==> src/rtl/accel_pkg.sv <==
// Shared accelerator definitions: opcode constants, instruction-format width
// derivations and the issuer state encoding.
package accel_pkg;

    localparam logic [3:0] OPC_NOP  = 4'h0;
    localparam logic [3:0] OPC_WAIT = 4'hF;

    // Opcode occupies the top OPC_W bits of every instruction word.
    localparam int OPC_W = 4;

    function automatic int calcInsW(input int depth);
        return (2 > depth) ? 2 : depth;
    endfunction

    function automatic int calcInsD(input int depth, input int w);
        return ((1 << depth) > w) ? (1 << depth) : w;
    endfunction

    function automatic int calcInsWidth(input int depth, input int w);
        return OPC_W + 2 + 2 * calcInsW(depth) + calcInsD(depth, w);
    endfunction

    typedef enum logic {
        ST_ISSUE = 1'b0,
        ST_WAIT  = 1'b1
    } issueState_t;

endpackage

==> src/rtl/instr_fifo.sv <==
// Synchronous show-ahead FIFO for instruction words: head is readable
// combinationally, occupancy is kept in a registered count.
module instr_fifo #(
    parameter int DW = 28,
    parameter int AW = 4
) (
    input  logic          CLK,
    input  logic          RST,
    input  logic          wrEn,
    input  logic [DW-1:0] wrData,
    input  logic          rdEn,
    output logic [DW-1:0] rdData,
    output logic          full,
    output logic          empty,
    output logic [AW:0]   count
);

    localparam logic [AW:0] ENTRIES = (AW+1)'(1 << AW);

    logic [DW-1:0] memArr [2**AW];
    logic [AW-1:0] wrPtrReg, rdPtrReg;
    logic [AW:0]   countReg;
    logic          wrAccept, rdAccept;

    assign full     = (countReg == ENTRIES);
    assign empty    = (countReg == '0);
    assign count    = countReg;
    assign wrAccept = wrEn && !full;
    assign rdAccept = rdEn && !empty;
    assign rdData   = memArr[rdPtrReg];

    always_ff @(posedge CLK) begin
        if (wrAccept) begin
            memArr[wrPtrReg] <= wrData;
        end
    end

    always_ff @(posedge CLK) begin
        if (RST) begin
            wrPtrReg <= '0;
            rdPtrReg <= '0;
            countReg <= '0;
        end else begin
            if (wrAccept) wrPtrReg <= wrPtrReg + 1'b1;
            if (rdAccept) rdPtrReg <= rdPtrReg + 1'b1;
            case ({wrAccept, rdAccept})
                2'b10:   countReg <= countReg + 1'b1;
                2'b01:   countReg <= countReg - 1'b1;
                default: countReg <= countReg;
            endcase
        end
    end

endmodule

==> src/rtl/instruction_issuer.sv <==
// Feeds the accelerator one instruction per cycle from a host FIFO, expanding
// WAIT into NOP stretches. Result capture is enabled by INSTRUCTION_ISSUER_RESULT_CAPTURE_EN.
module instruction_issuer
    import accel_pkg::*;
#(
    parameter int         depth    = 3,
    parameter int         W        = 16,
    parameter int         FIFO_AW  = 4,
    parameter logic [3:0] READ_OP  = 4'h2,
    parameter int         READ_LAT = 2,
    localparam int        insW     = calcInsW(depth),
    localparam int        insD     = calcInsD(depth, W),
    localparam int        insWidth = calcInsWidth(depth, W)
) (
    input  logic                CLK,
    input  logic                RST,
    input  logic                in_valid,
    output logic                in_ready,
    input  logic [insWidth-1:0] in_data,
    input  logic                halt,
    output logic [insWidth-1:0] instruction,
    input  logic [W-1:0]        dataOut,
    output logic                busy,
    output logic [15:0]         issued_count
`ifdef INSTRUCTION_ISSUER_RESULT_CAPTURE_EN
    ,
    output logic                res_valid,
    input  logic                res_ready,
    output logic [W-1:0]        res_data
`endif
);

    issueState_t         stateReg, stateNext;
    logic [insD-1:0]     waitCntReg, waitCntNext;
    logic [insWidth-1:0] instrReg, instrNext;
    logic [15:0]         issuedCntReg, issuedCntNext;
    logic                busyReg, busyNext;

    logic [insWidth-1:0] fifoHead;
    logic                fifoFull, fifoEmpty;
    logic [FIFO_AW:0]    fifoCount, occNext;
    logic                pushAcc, pop;
    logic [OPC_W-1:0]    headOpc;
    logic                captureStall, captureBusyNext;

    assign in_ready = !fifoFull && !RST;
    assign pushAcc  = in_valid && in_ready;
    assign headOpc  = fifoHead[insWidth-1 -: OPC_W];

    instr_fifo #(
        .DW (insWidth),
        .AW (FIFO_AW)
    ) uFifo (
        .CLK    (CLK),
        .RST    (RST),
        .wrEn   (pushAcc),
        .wrData (in_data),
        .rdEn   (pop),
        .rdData (fifoHead),
        .full   (fifoFull),
        .empty  (fifoEmpty),
        .count  (fifoCount)
    );

    always_comb begin
        stateNext     = stateReg;
        waitCntNext   = waitCntReg;
        instrNext     = '0;
        issuedCntNext = issuedCntReg;
        pop           = 1'b0;
        case (stateReg)
            ST_ISSUE: begin
                if (!halt && !fifoEmpty && !captureStall) begin
                    pop = 1'b1;
                    if (headOpc == OPC_WAIT) begin
                        waitCntNext = fifoHead[insD-1:0];
                        if (fifoHead[insD-1:0] != '0) stateNext = ST_WAIT;
                    end else begin
                        instrNext = fifoHead;
                        if (headOpc != OPC_NOP) issuedCntNext = issuedCntReg + 16'd1;
                    end
                end
            end
            ST_WAIT: begin
                // halt does not freeze the stretch; it only gates popping.
                waitCntNext = waitCntReg - 1'b1;
                if (waitCntReg <= insD'(1)) stateNext = ST_ISSUE;
            end
            default: stateNext = ST_ISSUE;
        endcase
    end

    assign occNext  = fifoCount + (FIFO_AW+1)'(pushAcc) - (FIFO_AW+1)'(pop);
    assign busyNext = (occNext != '0) || (stateNext == ST_WAIT) || captureBusyNext;

    always_ff @(posedge CLK) begin
        if (RST) begin
            stateReg     <= ST_ISSUE;
            waitCntReg   <= '0;
            instrReg     <= '0;
            issuedCntReg <= '0;
            busyReg      <= 1'b0;
        end else begin
            stateReg     <= stateNext;
            waitCntReg   <= waitCntNext;
            instrReg     <= instrNext;
            issuedCntReg <= issuedCntNext;
            busyReg      <= busyNext;
        end
    end

    assign instruction  = instrReg;
    assign busy         = busyReg;
    assign issued_count = issuedCntReg;

`ifdef INSTRUCTION_ISSUER_RESULT_CAPTURE_EN
    logic [READ_LAT-1:0] pipeReg, pipeNext;
    logic                resValidReg;
    logic [W-1:0]        resDataReg;
    logic                instrIsRead, nextIsRead;

    assign instrIsRead = (instrReg[insWidth-1 -: OPC_W] == READ_OP);
    assign nextIsRead  = (instrNext[insWidth-1 -: OPC_W] == READ_OP);

    // Stage 0 loads the cycle after READ_OP is on the bus, so the last stage
    // lines up with the accelerator presenting dataOut.
    assign pipeNext[0] = instrIsRead;
    for (genvar gi = 1; gi < READ_LAT; gi++) begin : gCapStage
        assign pipeNext[gi] = pipeReg[gi-1];
    end

    assign captureStall    = (headOpc == READ_OP) && (resValidReg || instrIsRead || (|pipeReg));
    assign captureBusyNext = nextIsRead || (|pipeNext);

    always_ff @(posedge CLK) begin
        if (RST) begin
            pipeReg     <= '0;
            resValidReg <= 1'b0;
            resDataReg  <= '0;
        end else begin
            pipeReg <= pipeNext;
            if (pipeReg[READ_LAT-1]) begin
                resValidReg <= 1'b1;
                resDataReg  <= dataOut;
            end else if (resValidReg && res_ready) begin
                resValidReg <= 1'b0;
            end
        end
    end

    assign res_valid = resValidReg;
    assign res_data  = resDataReg;
`else
    logic unusedBits;

    assign captureStall    = 1'b0;
    assign captureBusyNext = 1'b0;
    assign unusedBits      = ^{dataOut, READ_OP, 32'(READ_LAT)};
`endif

endmodule

==> config.mk <==
export PLATFORM = sky130hd
export DESIGN_NAME = instruction_issuer
export DESIGN_NICKNAME = d
export VERILOG_FILES = /design/src/rtl/accel_pkg.sv /design/src/rtl/instr_fifo.sv /design/src/rtl/instruction_issuer.sv
export SDC_FILE = /design/constraint.sdc
export NUM_CORES = 1
export LEC_CHECK = 0
export ABC_AREA = 1
export BUFFER_PORTS_ARGS = -buffer_cell sky130_fd_sc_hd__buf_2
export CAP_MARGIN = 40
export CORE_MARGIN = 2
export CORE_UTILIZATION = 50
export DETAILED_ROUTE_END_ITERATION = 8
export PLACE_DENSITY = 0.69
export SYNTH_ARGS = -nofsm -noshare
export SYNTH_HDL_FRONTEND = slang
export SYNTH_SLANG_ARGS = --single-unit
==> constraint.sdc <==
create_clock -name CLK -period 3.9 [get_ports CLK]
set_input_delay 0.39 -clock CLK [delete_from_list [all_inputs] [get_ports CLK]]
set_output_delay 0.39 -clock CLK [all_outputs]
set_load 0.05 [all_outputs]
==> results of run 1 <==
==> area by class of cell <==
type	count	area, um2	area share
clock buffers	71	1420	0.0576
multi-input cells	1238	5940	0.240
well taps	585	732	0.0296
repair buffers	117	763	0.0309
clock inverters	26	259	0.0105
inverters	149	567	0.0229
diodes	1	2.50	0.000101
flip-flops and latches	527	15000	0.608
==> state kept, by name (all words and copies together) (netlist names), named ones only <==
name,count
uFifo.rdPtrReg,4
busy,1
waitCntReg,16
uFifo.count,5
uFifo.wrPtrReg,4
instruction,28
stateReg,1
uFifo.memArr,448
issued_count,16
==> synth_stat cells, types with 4 or more instances <==
master	n	share of area
a21oi_1	68	0.016
buf_1	12	0.0021
buf_2	40	0.0091
buf_4	7	0.0024
buf_6	8	0.0041
clkbuf_1	39	0.0067
dfxtp_1	79	0.072
edfxtp_1	448	0.61
ha_1	18	0.010
inv_1	144	0.025
inv_2	4	0.00068
nand2_1	447	0.076
nand2_2	4	0.0011
nand3_1	206	0.047
nand4_1	8	0.0023
nor2_1	244	0.042
nor3_1	4	0.00091
o211ai_1	12	0.0041
o21ai_0	127	0.029
o21ai_1	20	0.0046
o221ai_1	22	0.0088
o22ai_1	10	0.0029
xnor2_1	13	0.0052
xor2_1	12	0.0048
==> logic make-up after synthesis <==
| group | Yosys count | share of synthesized area |
|---|---|---|
| AOI/OAI and AO/OA | 270 | 0.0688 |
| and+or+nand+nor | 923 | 0.174 |
| adders and majority gates | 20 | 0.0121 |
| xor gates and xnor gates | 25 | 0.00998 |
| buffers and inverters | 255 | 0.0498 |
| DFF | 527 | 0.685 |
==> power by group through the flow <==
stage | sequential [mW] | combinational [mW] | clock [mW]
floorplan | 6.81 | 2.96 | 0
global placement | 6.54 | 4.16 | 0
detailed placement | 6.54 | 4.27 | 0
CTS | 6.43 | 4.29 | 4.98
global route | 6.45 | 4.80 | 5.21
finish | 6.43 | 4.30 | 4.92
==> per-stage QoR <==
stage | instance area (um2) | std cells | total power, mW | hold WS [ps]
2_1_floorplan | 21900 | 2020 | 9.77 | 412
3_3_place_gp | 23000 | 2614 | 10.7 | 419
3_5_place_dp | 23000 | 2616 | 10.8 | 438
4_1_cts | 24700 | 2713 | 15.7 | 113
5_1_grt | 24700 | 2714 | 16.5 | 132
6_report | 24700 | 2714 | 15.7 | 144
==> routing by layer <==
layer	routed length, um	track usage	vias up
met3	4410	0.0505	93
met5	26	0	-
met2	25300	0.388	602
met4	1160	0.0726	4
met1	21800	0.316	7244
li1	-	-	7057
==> cell usage in the layout (no fill, tap or decap), drive strengths merged, types with 2 or more instances in the layout <==
| cell type | n |
|---|---|
| dfxtp | 79 |
| a31oi | 3 |
| fa | 2 |
| nand2 | 453 |
| bufinv | 3 |
| clkbuf | 71 |
| o41ai | 2 |
| o22ai | 10 |
| o211ai | 13 |
| nor4 | 3 |
| xnor2 | 13 |
| clkinvlp | 4 |
| nand3 | 207 |
| nand4 | 8 |
| o21ai | 148 |
| edfxtp | 448 |
| inv | 151 |
| ha | 18 |
| o221ai | 22 |
| nor3 | 4 |
| buf | 117 |
| xor2 | 12 |
| clkinv | 17 |
| nor2 | 247 |
| a21oi | 68 |
==> worst min path at each step <==
stage	startpoint	to	slack, ps	depth (start not counted)
after global placement	uFifo.rdPtrReg[3]$_SDFFE_PP0P_	flip-flop	420	1
after floorplan	uFifo.rdPtrReg[3]$_SDFFE_PP0P_	flip-flop	410	1
final	in_data[21]	uFifo.memArr[13][21]$_DFFE_PP_	140	1
after detailed placement	uFifo.rdPtrReg[3]$_SDFFE_PP0P_	flip-flop	440	1
after global routing	in_data[21]	uFifo.memArr[3][21]$_DFFE_PP_	130	1
after CTS	in_data[21]	uFifo.memArr[2][21]$_DFFE_PP_	110	1
==> impl_metrics.env, run 1 <==
export IMPL_status="complete, no violations"
export IMPL_p_int_mw=10.3
export IMPL_critPathMaxFanout=56
export IMPL_tns_ps=0
export IMPL_finalCritPeriodShare=0.767
export IMPL_maxCapViolCount=0
export IMPL_dp_hpwl_mm=28.4
export IMPL_drt_iter0_drc=1835
export IMPL_pwr_share_clk=0.315
export IMPL_syn_area_um2=21900
export IMPL_endpoint="instruction[1]$_SDFF_PP0_"
export IMPL_critPathCaptureType="flip-flop"
export IMPL_cp_data_arrival_time_ps=3470
export IMPL_antenna_left=0
export IMPL_nets=2154
export IMPL_syn_to_final_growth_pct=12.7
export IMPL_fmax_ghz=0.334
export IMPL_grt_max_degree=140
export IMPL_ir_drop_uv=389
export IMPL_ioPinCount=94
export IMPL_synth_cells=2020
export IMPL_finalSetupViolCount=0
export IMPL_cp_slowest_cell="buf_4"
export IMPL_grt_pass1_vias=14455
export IMPL_p_comb_frac=0.275
export IMPL_wl_per_cell_um=19.4
export IMPL_vias_per_cell=5.53
export IMPL_min_period_ps=2990
export IMPL_relSlewSlack=0.403
export IMPL_synth_edf_count=448
export IMPL_ys_warnings_count=0
export IMPL_clk_pin_slew_ps=60
export IMPL_rr_worst_depth=9
export IMPL_initial_core_util=0.508
export IMPL_antenna_found_initial=4
export IMPL_rsz0062_at_grt="no"
export IMPL_cts_sinks=527
export IMPL_cp_cell_sequence="buf_4 > nand3_1 > nand3_1 > nand2_1 > nand2_2 > nor2_8 > nor2_8 > nand2_4 > a21oi_1"
export IMPL_post_cts_buffers=0
export IMPL_worstMarginPinSlew_ps=895
export IMPL_io_buffers=77
export IMPL_gp_congestion=0.842
export IMPL_ys_seq_area_frac=0.685
export IMPL_fp_dieW_um=214
export IMPL_required_ps=4370
export IMPL_gr_total_overflow=0
export IMPL_synth_fp_nets=2088
export IMPL_drv_slew=0
export IMPL_nFillCells=3575
export IMPL_cts_tree="done"
export IMPL_die_area_um2=45600
export IMPL_routed_wirelength_mm=52.7
export IMPL_core_um2=43200
export IMPL_worst_slack_ps=907
export IMPL_drtPass1Iterations=5
export IMPL_synth_cell_types=40
export IMPL_num_rows=76
export IMPL_setup_worst_path_start_class="flip-flop"
export IMPL_reg2reg_slack_ps=910
export IMPL_p_switching_mw=5.31
export IMPL_r2r_end="instruction[1]$_SDFF_PP0_"
export IMPL_p_seq_frac=0.411
export IMPL_min_path_type="in2reg"
export IMPL_layout_drive_gt1_share=0.109
export IMPL_fin_skew_ps=33.3
export IMPL_holdBufCountCts=0
export IMPL_clockBufferDepth=3
export IMPL_drcViolationCount=0
export IMPL_postSynthRegisterBits=527
export IMPL_cp_buffers_inverters=1
export IMPL_path_delay_family="simple AND/OR/NAND/NOR gates"
export IMPL_synth_ff_type="edfxtp_1"
export IMPL_grt_use_total=0.236
export IMPL_fin_util=0.573
export IMPL_hold_viol=0
export IMPL_path_depth=9
export IMPL_async_flop_share=0
export IMPL_p_per_area_nw_per_um2=633
export IMPL_cts_buffers_inserted=53
export IMPL_slowest_delay_ps=710
export IMPL_grt_pass1_wl_mm=81.4
export IMPL_leakage_nw=9.38
export IMPL_p_sw_frac=0.340
export IMPL_insertion_delay_ps=610
export IMPL_cts_htree_levels=2
export IMPL_cts_root_buf="clkbuf_16"
export IMPL_path_class="reg2reg"
export IMPL_dieHeight_um=214
export IMPL_vias=15000
export IMPL_cts_resized=0
export IMPL_place_ws_ps=985
export IMPL_avgSynthCellArea_um2=10.9
Power figures use the tool's default switching activity.
==> inputs of run 2 (changes only) <==
- PLACE_DENSITY: 0.69 -> 0.71
- clock period: 3.9 -> 2.66 ns (I/O delays scaled with it)
==> impl_metrics.env, run 2 (same netlist as run 1, synthesis figures left out) <==
export IMPL_final_common_cell="edfxtp_1"
export IMPL_status="complete, no violations"
export IMPL_total_power_mw=23.1
export IMPL_core_um2=43200
export IMPL_leakage_nw=9.56
export IMPL_drv_slew=0
export IMPL_wl_per_cell_um=19.1
export IMPL_largest_reg_flops=448
export IMPL_die_area_um2=45600
export IMPL_cp_data_arrival_time_ps=2980
export IMPL_clk_pin_slew_ps=60
export IMPL_clockBufferDepth=3
export IMPL_vias=15212
export IMPL_cts_htree_levels=2
export IMPL_dp_hpwl_mm=30.2
export IMPL_final_cell_mix="448 x edfxtp_1, 443 x nand2_1, 228 x nor2_1, 206 x nand3_1, 139 x inv_1"
export IMPL_drtPass1Iterations=5
export IMPL_fp_dieW_um=214
export IMPL_gr_total_overflow=0
export IMPL_dp_cells=2649
export IMPL_maxCapViolCount=0
export IMPL_dieHeight_um=214
export IMPL_p_sw_frac=0.336
export IMPL_min_period_ps=2490
export IMPL_p_comb_frac=0.290
export IMPL_critPathMaxFanout=3
export IMPL_cts_sinks=527
export IMPL_fmax_ghz=0.401
export IMPL_hold_viol=0
export IMPL_grt_use_total=0.233
export IMPL_num_rows=76
export IMPL_grt_pass1_vias=14793
export IMPL_initial_core_util=0.508
export IMPL_pwr_share_clk=0.303
export IMPL_worstMarginPinSlew_ps=648
export IMPL_grt_pass1_wl_mm=80.6
export IMPL_grt_max_degree=84
export IMPL_finalCritPeriodShare=0.937
export IMPL_p_switching_mw=7.79
export IMPL_top_register="uFifo.memArr"
export IMPL_setup_worst_path_start_class="flip-flop"
export IMPL_layout_drive_gt1_share=0.126
export IMPL_syn_to_final_growth_pct=14.5
export IMPL_gp_congestion=0.875
export IMPL_p_per_area_nw_per_um2=921
export IMPL_cts_buffers_inserted=53
export IMPL_drcViolationCount=0
export IMPL_antenna_left=0
export IMPL_fin_skew_ps=32.8
export IMPL_cts_root_buf="clkbuf_16"
export IMPL_layoutNonFillerInstCount=2750
export IMPL_min_path_type="in2reg"
export IMPL_routed_wirelength_mm=52.5
export IMPL_io_buffers=77
export IMPL_required_ps=3150
export IMPL_antenna_found_initial=6
export IMPL_p_int_mw=15.4
export IMPL_insertion_delay_ps=610
export IMPL_nets=2190
export IMPL_path_class="reg2reg"
export IMPL_p_seq_frac=0.407
export IMPL_cts_tree="done"
export IMPL_finalSetupViolCount=0
export IMPL_vias_per_cell=5.53
export IMPL_drt_iter0_drc=1506
export IMPL_ir_drop_uv=539
export IMPL_ioPinCount=94
export IMPL_relSlewSlack=0.567
export IMPL_critPathCaptureType="flip-flop"
## run 2: changes by cell type in the layout (fill, tap and decap cells not counted), moves of 2 or more
cell           change
buf_12            +13
clkbuf_1           +9
inv_1              -4
nand2_1            -4
ha_1               -3
buf_4             +23
nand2_2            +3
clkinv_1           -3
ha_2               +2
dlygate4sd3_1      +2
clkinv_2           -3
clkinvlp_4         -2
diode_2            +3
inv_2              +3
## run 2: per-stage QoR
step / hold WS (ps) / instance area [um2] / utilization / TNS [ps] / setup WS [ps]
finish: 26.8 / 25100 / 0.582 / 0 / 169
global route: 26.1 / 25100 / 0.582 / -33.0 / -33.0
CTS: 4.29 / 25100 / 0.581 / 0 / 27.6
detailed placement: 430 / 23400 / 0.543 / 0 / 28.4
global placement: 423 / 23400 / 0.543 / -15.1 / -15.1
floorplan: 365 / 22000 / - / 0 / 3.49
## run 2: per-layer routing
metal | global-route usage | routed length, um
met5 | 0 | 29
met4 | 0.121 | 2240
met3 | 0.0428 | 3880
met2 | 0.383 | 25000
met1 | 0.298 | 21400
## run 2: worst max-delay path, cell delays in order (launching register included)
cell	delay, ps
dfxtp_2	330
inv_2	90
ha_4	140
nand4_1	100
nand2_2	100
nor2_1	50
ha_1	270
inv_1	40
ha_2	190
fa_2	340
nand2_2	80
nand2_1	60
a21oi_2	120
xnor2_1	80
o41ai_2	300
nand2_1	70
## run 2: final cells by class
class	count	area [um2]
repair buffers	153	1170
diodes	4	10.0
inverters	149	573
clock inverters	14	145
well taps	585	732
multi-input cells	1238	5980
fillers	3492	18100
flip-flops and latches	527	15000
clock buffers	80	1460
## run 2: final timing paths
kind	endpoint	depth (start not counted)	slack [ps]	startpoint
max reg2reg	busy$_SDFF_PP0_	15	170	uFifo.count[2]$_SDFFE_PP0P_
min	uFifo.memArr[3][24]$_DFFE_PP_	1	30	in_data[24]
min reg2reg	uFifo.rdPtrReg[3]$_SDFFE_PP0P_	1	440	uFifo.rdPtrReg[3]$_SDFFE_PP0P_
max	busy$_SDFF_PP0_	15	170	uFifo.count[2]$_SDFFE_PP0P_
## run 2: timing repair
action                     in CTS  in global routing
hold buffers                    2                  0
hold endpoints to repair        6                  0
resized for setup               0                 11
setup buffers                   0                  1
setup endpoints to repair       0                  2
## run 2: power by group through the flow
stage	Combinational, mW	Sequential, mW	Clock (mW)
detailed placement	6.56	9.60	0
floorplan	4.36	9.99	0
global route	7.49	9.46	7.41
finish	6.71	9.43	7.00
global placement	6.43	9.58	0
CTS	6.60	9.43	7.10
==> inputs of run 3 (changes only) <==
- PLACE_DENSITY: 0.71 -> default
- PLACE_DENSITY_LB_ADDON: default -> 0.05
==> impl_metrics.env, run 3 (same netlist as run 1, synthesis figures left out) <==
export IMPL_status="complete, no violations"
export IMPL_critPathMaxFanout=3
export IMPL_nets=2199
export IMPL_grt_pass1_wl_mm=82.2
export IMPL_required_ps=3150
export IMPL_finalCritPeriodShare=0.986
export IMPL_total_power_mw=24.1
export IMPL_core_um2=43200
export IMPL_final_cell_mix="448 x edfxtp_1, 444 x nand2_1, 228 x nor2_1, 206 x nand3_1, 138 x inv_1"
export IMPL_rr_startpoint="uFifo.count[3]$_SDFFE_PP0P_"
export IMPL_cts_root_buf="clkbuf_16"
export IMPL_ir_drop_uv=645
export IMPL_die_area_um2=45600
export IMPL_worst_slack_ps=37.0
export IMPL_gr_total_overflow=0
export IMPL_cts_htree_levels=2
export IMPL_place_ws_ps=24.4
export IMPL_hold_viol=0
export IMPL_postPlaceCellArea_um2=23600
export IMPL_insertion_delay_ps=610
export IMPL_nFillCells=3632
export IMPL_vias=14742
export IMPL_drv_slew=0
export IMPL_gp_congestion=0.836
export IMPL_finalSetupViolCount=0
export IMPL_min_from="in_data[20]"
export IMPL_fin_skew_ps=23.7
export IMPL_leakage_nw=9.76
export IMPL_path_class="reg2reg"
export IMPL_ioPinCount=94
export IMPL_top_register="uFifo.memArr"
export IMPL_clockBufferDepth=3
export IMPL_min_path_type="in2reg"
export IMPL_num_rows=76
export IMPL_vias_per_cell=5.33
export IMPL_tns_ps=0
export IMPL_crit_path_start="uFifo.count[3]$_SDFFE_PP0P_"
export IMPL_drcViolationCount=0
export IMPL_cts_buffers_inserted=54
export IMPL_p_per_area_nw_per_um2=941
export IMPL_relSlewSlack=0.557
export IMPL_grt_max_degree=84
export IMPL_wl_per_cell_um=19.7
export IMPL_design_area_um2=25600
export IMPL_initial_core_util=0.508
export IMPL_fmax_ghz=0.381
export IMPL_min_period_ps=2620
export IMPL_cts_sinks=527
export IMPL_cp_data_arrival_time_ps=3120
export IMPL_largest_reg_flops=448
export IMPL_final_common_cell="edfxtp_1"
export IMPL_clk_pin_slew_ps=60
export IMPL_drtPass1Iterations=7
export IMPL_layout_drive_gt1_share=0.136
export IMPL_cts_tree="done"
export IMPL_antenna_left=0
export IMPL_critPathCaptureType="flip-flop"
export IMPL_rsz0062_at_grt="yes"
export IMPL_worstMarginPinSlew_ps=663
export IMPL_dieHeight_um=214
export IMPL_setup_worst_path_start_class="flip-flop"
export IMPL_grt_pass1_vias=13840
export IMPL_rr_worst_depth=15
export IMPL_fp_dieW_um=214
export IMPL_drt_iter0_drc=1207
export IMPL_syn_to_final_growth_pct=16.4
export IMPL_dp_hpwl_mm=31.8
export IMPL_hold_path_depth=1
export IMPL_routed_wirelength_mm=54.4
export IMPL_reg2reg_slack_ps=40
export IMPL_io_buffers=77
export IMPL_grt_use_total=0.242
export IMPL_antenna_found_initial=4
export IMPL_maxCapViolCount=0
==> run 3: per-stage QoR <==
step | hold WS (ps) | instances | util
CTS | 6.87 | 2760 | 0.591
finish | 32.5 | 2764 | 0.592
detailed placement | 433 | 2657 | 0.548
floorplan | 365 | 2020 | -
global placement | 426 | 2657 | 0.548
global route | 25.0 | 2763 | 0.592
==> run 3: where the power goes <==
group / internal, mW / switching, mW
combinational: 2.23 / 4.66
clock: 4.61 / 3.11
sequential: 9.26 / 0.184
==> run 3: area by class of cell <==
cell class / instances / area (um2) / share of cell area
Sequential cell: 527 / 15000 / 0.589
Multi-Input combinational cell: 1238 / 5980 / 0.234
Clock buffer: 71 / 1560 / 0.0612
Timing Repair Buffer: 161 / 1370 / 0.0537
Tap cell: 585 / 732 / 0.0286
Inverter: 149 / 571 / 0.0223
Clock inverter: 31 / 282 / 0.0110
Antenna cell: 2 / 5.00 / 0.000196
==> run 3: routing by layer <==
layer | routed length [um] | GRT usage
met5 | 19 | 0
met4 | 1100 | 0.0699
met3 | 3030 | 0.0343
met2 | 25400 | 0.387
met1 | 24800 | 0.348
==> run 3: worst max-delay path, cell delays in order (launching register included) <==
cell     delay, ps
dfxtp_2        320
inv_2           80
ha_4           150
nand4_1        130
nand2_1        120
nor2_1          50
ha_1           280
inv_2           40
ha_4           160
fa_2           400
nand2_2         80
nand2_2         50
a21oi_2        140
xnor2_1         90
o41ai_1        350
nand2_1         70
==> run 3: final timing paths <==
check | endpoint
worst max-delay path | busy$_SDFF_PP0_
worst min-delay path | uFifo.memArr[15][20]$_DFFE_PP_
worst max register to register | busy$_SDFF_PP0_
worst min register to register | uFifo.rdPtrReg[3]$_SDFFE_PP0P_
==> run 3: timing repair <==
item / CTS / global route
resized for setup: 0 / 11
buffers inserted: 0 / 2
pin swaps: 1 / 9
hold buffers: 1 / 0
setup endpoints to repair: 1 / 15
endpoints found under the hold margin: 2 / 0
